<file path="src/rtl/fifo_rd_ctrl.sv">
// Read-side pointer/flag controller for the async FIFO (r_clk domain), std or FWFT mode.
// Latency: flags/count 1 r_clk after accept or write-pointer change; std data 1 cycle after r_en; FWFT head 2 cycles.
// Backpressure: reads when empty (std) / head invalid (FWFT) are dropped and flagged by a one-cycle underflow pulse.
module fifo_rd_ctrl #(
   parameter int ADDR_WIDTH    = 4,
   parameter int PTR_WIDTH     = ADDR_WIDTH + 1,
   parameter int AEMPTY_THRESH = 2,
   parameter int FWFT          = 0
) (
   input  logic                  r_clk,
   input  logic                  r_rst,
   input  logic                  r_en,
   input  logic [PTR_WIDTH-1:0]  g_wrptr_sync,
   output logic [PTR_WIDTH-1:0]  g_rptr,
   output logic [PTR_WIDTH-1:0]  b_rptr,
   output logic [ADDR_WIDTH-1:0] r_addr,
   output logic                  mem_ren,
   output logic                  rd_valid,
   output logic                  empty,
   output logic                  almost_empty,
   output logic [PTR_WIDTH:0]    rd_count,
   output logic                  underflow
);

   localparam bit               FWFT_ON = (FWFT != 0);
   localparam logic [PTR_WIDTH:0] AE_TH = (PTR_WIDTH+1)'(AEMPTY_THRESH);

   function automatic logic [PTR_WIDTH-1:0] bin2gray(input logic [PTR_WIDTH-1:0] b);
      return b ^ (b >> 1);
   endfunction

   function automatic logic [PTR_WIDTH-1:0] gray2bin(input logic [PTR_WIDTH-1:0] g);
      logic [PTR_WIDTH-1:0] b;
      b[PTR_WIDTH-1] = g[PTR_WIDTH-1];
      for (int i = PTR_WIDTH-2; i >= 0; i--) begin
         b[i] = b[i+1] ^ g[i];
      end
      return b;
   endfunction

   logic [PTR_WIDTH-1:0] b_rptr_q, b_rptr_d;
   logic [PTR_WIDTH-1:0] g_rptr_q, g_rptr_d;
   logic                 ram_empty_q, ram_empty_d;
   logic                 rd_valid_q, rd_valid_d;
   logic                 empty_q, empty_d;
   logic                 almost_empty_q, almost_empty_d;
   logic [PTR_WIDTH:0]   rd_count_q, rd_count_d;
   logic                 underflow_q, underflow_d;
   logic [PTR_WIDTH-1:0] b_wptr;
   logic [PTR_WIDTH-1:0] depth;
   logic                 fetch;

   // State register: reset drops pointers to zero and discards any prefetched head word.
   always_ff @(posedge r_clk or posedge r_rst) begin
      if (r_rst) begin
         b_rptr_q       <= '0;
         g_rptr_q       <= '0;
         ram_empty_q    <= 1'b1;
         rd_valid_q     <= 1'b0;
         empty_q        <= 1'b1;
         almost_empty_q <= 1'b1;
         rd_count_q     <= '0;
         underflow_q    <= 1'b0;
      end else begin
         b_rptr_q       <= b_rptr_d;
         g_rptr_q       <= g_rptr_d;
         ram_empty_q    <= ram_empty_d;
         rd_valid_q     <= rd_valid_d;
         empty_q        <= empty_d;
         almost_empty_q <= almost_empty_d;
         rd_count_q     <= rd_count_d;
         underflow_q    <= underflow_d;
      end
   end

   // Next state: advance pointers on fetch, recompute flags against this cycle's write pointer.
   always_comb begin
      b_wptr   = gray2bin(g_wrptr_sync);
      b_rptr_d = b_rptr_q + {{(PTR_WIDTH-1){1'b0}}, fetch};
      g_rptr_d = bin2gray(b_rptr_d);
      ram_empty_d = (g_rptr_d == g_wrptr_sync);
      if (FWFT_ON) begin
         // Head register: a fetch always (re)fills it; a pop without refill drains it.
         if (fetch)     rd_valid_d = 1'b1;
         else if (r_en) rd_valid_d = 1'b0;
         else           rd_valid_d = rd_valid_q;
         empty_d     = ~rd_valid_d;
         underflow_d = r_en & ~rd_valid_q;
      end else begin
         rd_valid_d  = fetch;
         empty_d     = ram_empty_d;
         underflow_d = r_en & empty_q;
      end
      // Modular subtraction handles wrap; the MSB separates full from empty.
      depth      = b_wptr - b_rptr_d;
      rd_count_d = {1'b0, depth} + {{PTR_WIDTH{1'b0}}, (FWFT_ON & rd_valid_d)};
      almost_empty_d = (rd_count_d <= AE_TH);
   end

   // Outputs: RAM read enable is combinational so the sync RAM sees it in the request cycle.
   always_comb begin
      if (FWFT_ON) fetch = ~ram_empty_q & (~rd_valid_q | r_en);
      else         fetch = r_en & ~empty_q;
      mem_ren      = fetch;
      r_addr       = b_rptr_q[ADDR_WIDTH-1:0];
      b_rptr       = b_rptr_q;
      g_rptr       = g_rptr_q;
      rd_valid     = rd_valid_q;
      empty        = empty_q;
      almost_empty = almost_empty_q;
      rd_count     = rd_count_q;
      underflow    = underflow_q;
   end

endmodule
</file>
<file path="config.mk">
export PLATFORM = sky130hd
export DESIGN_NAME = fifo_rd_ctrl
export DESIGN_NICKNAME = d
export VERILOG_FILES = /design/src/rtl/fifo_rd_ctrl.sv
export SDC_FILE = /design/constraint.sdc
export NUM_CORES = 1
export LEC_CHECK = 0
export ABC_AREA = 1
export BUFFER_PORTS_ARGS = -buffer_cell sky130_fd_sc_hd__buf_2
export CAP_MARGIN = 20
export CORE_AREA = 5 5 60 62
export DETAILED_ROUTE_END_ITERATION = 12
export DIE_AREA = 0 0 65 67
export GPL_ROUTABILITY_DRIVEN = 0
export HOLD_SLACK_MARGIN = 0.03
export RECOVER_POWER = 25
export SLEW_MARGIN = 20
export SYNTH_ARGS = -nofsm -noshare
export SYNTH_HDL_FRONTEND = slang
export SYNTH_SLANG_ARGS = --single-unit
</file>
<file path="constraint.sdc">
create_clock -name r_clk -period 2.64 [get_ports r_clk]
set_input_delay 0.264 -clock r_clk [delete_from_list [all_inputs] [get_ports r_clk]]
set_output_delay 0.264 -clock r_clk [all_outputs]
set_load 0.05 [all_outputs]
</file>
==> summary.md, run 1 <==
| Metric | Value |
|---|---|
| Worst r2r dst | almost_empty$_DFF_PP1_ |
| Multi-input logic area | ~530 sq um |
| CP Launch Type | flip-flop |
| Total track usage | between 10% and 20% |
| Wirelength per Cell | 10.9 um |
| Starting Density | between 30% and 40% |
| CP Class | reg -> reg |
| First DRT Iteration DRCs | 34 |
| Maxcap violations | 0 |
| CP Launch Point | empty$_DFF_PP1_ |
| Core ar. | 2980 sq um |
| Async SR Flop Fraction | 100% |
| Die area | ~4400 sq um |
| Most frequent cells after synthesis | 37 x nand2_1, 20 x inv_1, 17 x nand3_1 |
| Detailed Place HPWL | ~1.8 mm |
| P&R area growth vs syn | 15.9% |
| Worst-Margin Slew | 0.694 ns |
| Initial antenna violation count | 0 |
| Layout cells sized above 1 | between 30% and 40% |
| Sink Count | 18 |
| Worst min-delay path category | in -> async |
| Clock Skews | approximately 0.0055 ns |
| Fillers | 291 |
| Reg area | about 450 sq um |
| # port buffers | 31 |
| Mapped Avg Cell Area | between 7 and 8 sq um |
| CTS tree | yes |
| Clock Tree Root | clkbuf_4 |
| Area post-placement | around 1300 sq um |
| Worst R2R Setup Slack | around 0.48 ns |
| Chip Height | 67 um |
| Syn. warnings | 0 |
| RSZ-0062 raised after global routing | false |
| Nets | approximately 190 |
| Row cnt | 20 |
| Worst EP arrival | 2.40 ns |
| First-pass DRT Iterations | 4 |
| Synth top area share | a little over a third |
| I/O Pins | 33 |
| Antenna Cells | 0 |
| Mapped Cells | about 140 |
| Vias | 922 |
| Post-synth EDFFs | 0 |
| Clock Path Buffers | 2 |
| Fin util | between 40% and 50% |
| Post-route ant nets | 0 |
| Top-count cell post-synth | nand2_1 |
| Die width | between 60 and 70 um |
| R2R Path Start | empty$_DFF_PP1_ |
| Seq/Total Area, Yosys | 40.2% |
| Setup TNS Final | 0 ns |
| Total gr overflow | 0 |
| Synthesized Nets | approximately 160 |
| H-tree levels | 1 |
| Global-route wire length before repair | roughly 4.0 mm |
| Maximum number of pins on one net before global-route repair | 19 |
| WHS | slightly above 0.05 ns |
| Worst-skew pair later-pin latency | roughly 0.3 ns |
| R2R cell count | 12 |
| Top_reg_cell synth | dfrtp_1 |
| Seq cells post-synth | 18 |
| Top post-synthesis cells by area | dfrtp_1 36%, nand2_1 12%, nand3_1 7.5% |
| Endpoints failing hold | 0 |
| CTS resizes | 0 |
| Hold Buf Count CTS | 0 |
| DRC | 0 |
| Final WL | 2.22 mm |
| Routed vias/inst | 4.54 |
| Area leader, netlist | dfrtp_1 |
| Final instance area | between 1000 and 1500 sq um |
| Netlist cell types | 21 |
| Cts bufs inserted | 3 |
| Fin crit period | 2.16 ns |
| Number of global-route vias before repair | 937 |
| CP max FO | 5 |
| Clock-pin slew on the worst setup and hold paths | between 0.1 and 0.15 ns |
| Final slew viol count | 0 |
| Outcome | finished clean |
| Post-CTS setup buffer count | 0 |
| Final Cycle Share | 81.9% |
| Required time worst endpoint | roughly 2.9 ns |
| Setup crit end kind | flip-flop |
| Final setup viols | 0 |
| Relative slew slack | a little over half |
| FMAX | roughly 460 MHz |
| Synthesized area | ~1100 sq um |
## sequential cells by signal (all words and copies together) (netlist names)
register and flops:
almost_empty 1, b_rptr 5, g_rptr 4, empty 1
underflow 1, rd_valid 1, rd_count 5
## per-stage QoR
step	std cells	setup slack, ns
after floorplan	142	0.147
after global placement	199	0.413
after detailed placement	199	0.317
after CTS	203	0.458
after global routing	203	0.288
final	203	0.479
## layout make-up
class	count	share of cell area (%)
clock buffers	4	2.78
inverters	23	6.61
multi-input cells	94	40.9
flip-flops and latches	18	34.7
well taps	33	3.16
repair buffers	31	11.9
## kinds of logic after synthesis
family / after synthesis / synth area share (%)
flops: 18 / 40.2
other cells: 1 / 0.333
simple gates: 79 / 33.0
buf+inv: 30 / 12.7
fa+ha+maj: 7 / 8.43
xor+xnor: 4 / 3.77
compound gates: 3 / 1.66
## cells in the final DEF (no fill, tap or decap)
| cell | Yosys | routed |
|---|---|---|
| a21oi_1 | 2 | 2 |
| buf_2 | 0 | 31 |
| clkbuf_4 | 0 | 3 |
| clkbuf_8 | 0 | 1 |
| conb_1 | 1 | 1 |
| dfrtp_1 | 16 | 16 |
| dfstp_2 | 2 | 2 |
| fa_1 | 1 | 1 |
| ha_1 | 6 | 6 |
| inv_1 | 20 | 20 |
| inv_2 | 3 | 3 |
| nand2_1 | 37 | 37 |
| nand2_2 | 13 | 13 |
| nand2_4 | 1 | 1 |
| nand3_1 | 17 | 17 |
| nand3b_1 | 1 | 1 |
| nand4_1 | 1 | 1 |
| nor2_1 | 6 | 5 |
| nor2_2 | 3 | 4 |
| o21ai_2 | 1 | 1 |
| xor2_1 | 3 | 3 |
| xor2_2 | 1 | 1 |
## worst max-delay path: stages, from the launching register on
cell and delay [ns]:
dfstp_2 0.39, nor2_2 0.16, ha_1 0.28, nand2_4 0.09
nand2_1 0.09, nand2_2 0.09, ha_1 0.32, a21oi_1 0.16
nand2_1 0.08, xor2_1 0.15, nor2_1 0.09, nand3_1 0.09
nor2_2 0.11
## routing by layer
metal | GRT usage [%] | part of all wire (%) | vias up
li1 | - | - | 486
met1 | 14.0 | 47 | 408
met2 | 20.3 | 45 | 23
met3 | 2.36 | 6.0 | 5
met4 | 4.75 | 2.0 | 0
met5 | 0 | 0 | -
## how the worst max path moves through the flow
stage	to	slack [ns]	depth (start not counted)
floorplan	almost_empty$_DFF_PP1_	0.15	12
global placement	almost_empty$_DFF_PP1_	0.41	15
detailed placement	almost_empty$_DFF_PP1_	0.32	15
CTS	almost_empty$_DFF_PP1_	0.46	12
global route	almost_empty$_DFF_PP1_	0.29	12
finish	almost_empty$_DFF_PP1_	0.48	12
Power of run 1 is not shown: default switching activity piles up to over one toggle a cycle in this logic, so the estimate is an artifact.
==> run 2, diff against run 1 <==
==> constraint.sdc (replaced) <==
create_clock -name r_clk -period 2.1 [get_ports r_clk]
set_input_delay 0.21 -clock r_clk [delete_from_list [all_inputs] [get_ports r_clk]]
set_output_delay 0.21 -clock r_clk [all_outputs]
set_load 0.05 [all_outputs]
==> run 2 against run 1 <==
Against the previous run: via count up 1.6%; fmax is 9.9% higher; register-to-register slack got worse by 0.34 ns; utilization grew 4.5 points; cell area is 10% higher; die area is the same; final cell count up 3.9%; first-iteration DRC count fell by 56%; non-clock buffer count grew 8; critical path depth did not move; sequential share of layout area fell by 3.2 points; wire length increased by 6.0%.
==> summary.md, run 2 (synthesized netlist as in run 1, its figures left out) <==
| Metric | Value |
|---|---|
| Outcome | finished clean |
| Gr busiest metal | met2 |
| Maxcap violations | 0 |
| Hold path startpoint | r_en |
| WHS | slightly above 0.1 ns |
| Layout cells sized above 1 | between 30% and 40% |
| Die width | 65 um |
| Clock Tree Root | clkbuf_4 |
| DRC | 0 |
| Final WL | about 2.3 mm |
| Crit path depth | 12 |
| Clock Skews | ~0.0064 ns |
| Nets | 194 |
| Initial antenna violation count | 0 |
| H-tree levels | 1 |
| Grt met1 use | about 14% |
| Worst-Margin Slew | about 0.70 ns |
| First DRT Iteration DRCs | 15 |
| Die area | between 4000 and 5000 sq um |
| Final setup viols | 0 |
| CP Launch Type | flip-flop |
| Worst R2R Setup Slack | around 0.13 ns |
| CTS tree | yes |
| Starting Density | a little under two fifths |
| FMAX | 509 MHz |
| Placed Cells | around 200 |
| Routed vias/inst | between 4 and 5 |
| Chip Height | 67 um |
| Worst min-delay path category | in -> reg |
| CP max FO | 5 |
| Required time worst endpoint | 2.34 ns |
| Met2 Use GR | between 20% and 30% |
| Sink Count | 18 |
| Core ar. | 2980 sq um |
| Hold Path Depth | 3 |
| Clock-pin slew on the worst setup and hold paths | between 0.1 and 0.15 ns |
| R2R Path Start | empty$_DFF_PP1_ |
| CP max stage delay | between 0.5 and 0.6 ns |
| Wirelength per Cell | between 10 and 15 um |
| Slowest cell on crit path | dfstp_2 |
| Final slew viol count | 0 |
| Most frequent cells in the layout | 35 x nand2_1, 21 x buf_2, 19 x inv_1, 17 x nand3_1, 16 x dfrtp_1 |
| R2R cell count | 12 |
| Hold Path End | underflow$_DFF_PP0_ |
| Vias | roughly 940 |
| Row cnt | 20 |
| RSZ-0062 raised after global routing | false |
| P&R area growth vs syn | 27.6% |
| Most common cell after layout, fill and taps aside | nand2_1 |
| Relative slew slack | 53.2% |
| Detailed Place HPWL | between 1.5 and 2 mm |
| I/O Pins | 33 |
| Fin crit period | roughly 2 ns |
| Maximum number of pins on one net before global-route repair | 19 |
| Total track usage | a little under an eighth |
| Post-route ant nets | 0 |
| # port buffers | 31 |
| Worst EP arrival | between 2 and 2.5 ns |
| CP Class | reg -> reg |
| Top delay family on crit path | simple AND/OR/NAND/NOR gates |
| First-pass DRT Iterations | 4 |
| Met3 global-route usage | around 1.5% |
| Number of global-route vias before repair | ~890 |
| Finished Layout Cells | 211 |
| Worst Path Buf+Inv | 1 |
| Clock Path Buffers | 2 |
| Total gr overflow | 0 |
| Setup crit end kind | flip-flop |
| Final Cycle Share | slightly above 90% |
| Cts bufs inserted | 3 |
| Worst-skew pair later-pin latency | 0.30 ns |
| CP Cell Sequence | nor2_4, ha_4, inv_1, nand2_1, nand2_2, ha_1, nand3_1, nand2_1, xor2_1, nor2_1, nand3_1, nor2_2 |
| Endpoints failing hold | 0 |
| Antenna Cells | 0 |
| Global-route wire length before repair | around 3.9 mm |
| Worst r2r dst | almost_empty$_DFF_PP1_ |
[run 2: cell count changes in the layout (fill, tap and decap cells not counted), sizes merged]
cell         before  now
dlygate4sd3       0    1
buf              31   28
clkbuf            4   14
[run 2: tightest hold or removal path: cells and delay by family]
| family | cells | cell delay, ns |
|---|---|---|
| buffers and inverters | 2 | 0.13 |
| AND/OR/NAND/NOR | 1 | 0.04 |
[run 2: how the worst max path moves through the flow]
| stage | start | to | slack (ns) |
|---|---|---|---|
| after global placement | g_wrptr_sync[4] | almost_empty$_DFF_PP1_ | -0.04 |
| after CTS | empty$_DFF_PP1_ | almost_empty$_DFF_PP1_ | 0.06 |
| after detailed placement | g_wrptr_sync[4] | almost_empty$_DFF_PP1_ | -0.12 |
| final | empty$_DFF_PP1_ | almost_empty$_DFF_PP1_ | 0.13 |
| after global routing | empty$_DFF_PP1_ | almost_empty$_DFF_PP1_ | 0.01 |
| after floorplan | empty$_DFF_PP1_ | almost_empty$_DFF_PP1_ | -0.08 |
[run 2: area by class of cell]
cell class	instances	area (sq um)
Clock buffer	4	36.3
Fill cell	283	1540
Inverter	23	86.3
Multi-Input combinational cell	94	617
Sequential cell	18	453
Tap cell	33	41.3
Timing Repair Buffer	39	205
[run 2: metal layers]
metal | wire length (um) | share of wire [%]
met5 | 0 | 0
met4 | 49 | 2.1
met3 | 82 | 3.5
met2 | 1050 | 45
met1 | 1160 | 50
[run 2: stage by stage]
step                instance area, sq um  TNS, ns  utilization, %  setup slack (ns)
global placement                    1390  -0.0446            46.7           -0.0446
floorplan                           1210  -0.0880               -           -0.0763
finish                              1440        0            48.3             0.134
detailed placement                  1390   -0.184            46.7            -0.119
global route                        1440        0            48.3            0.0111
CTS                                 1440        0            48.3            0.0612
[run 2: repair_timing]
action	in CTS	in global routing
endpoints found under the hold margin	9	0
endpoints found under the setup margin	0	1
resized for setup	0	2
hold buffers	1	0
setup buffers	0	1
Power of run 2 is left out for the same reason.
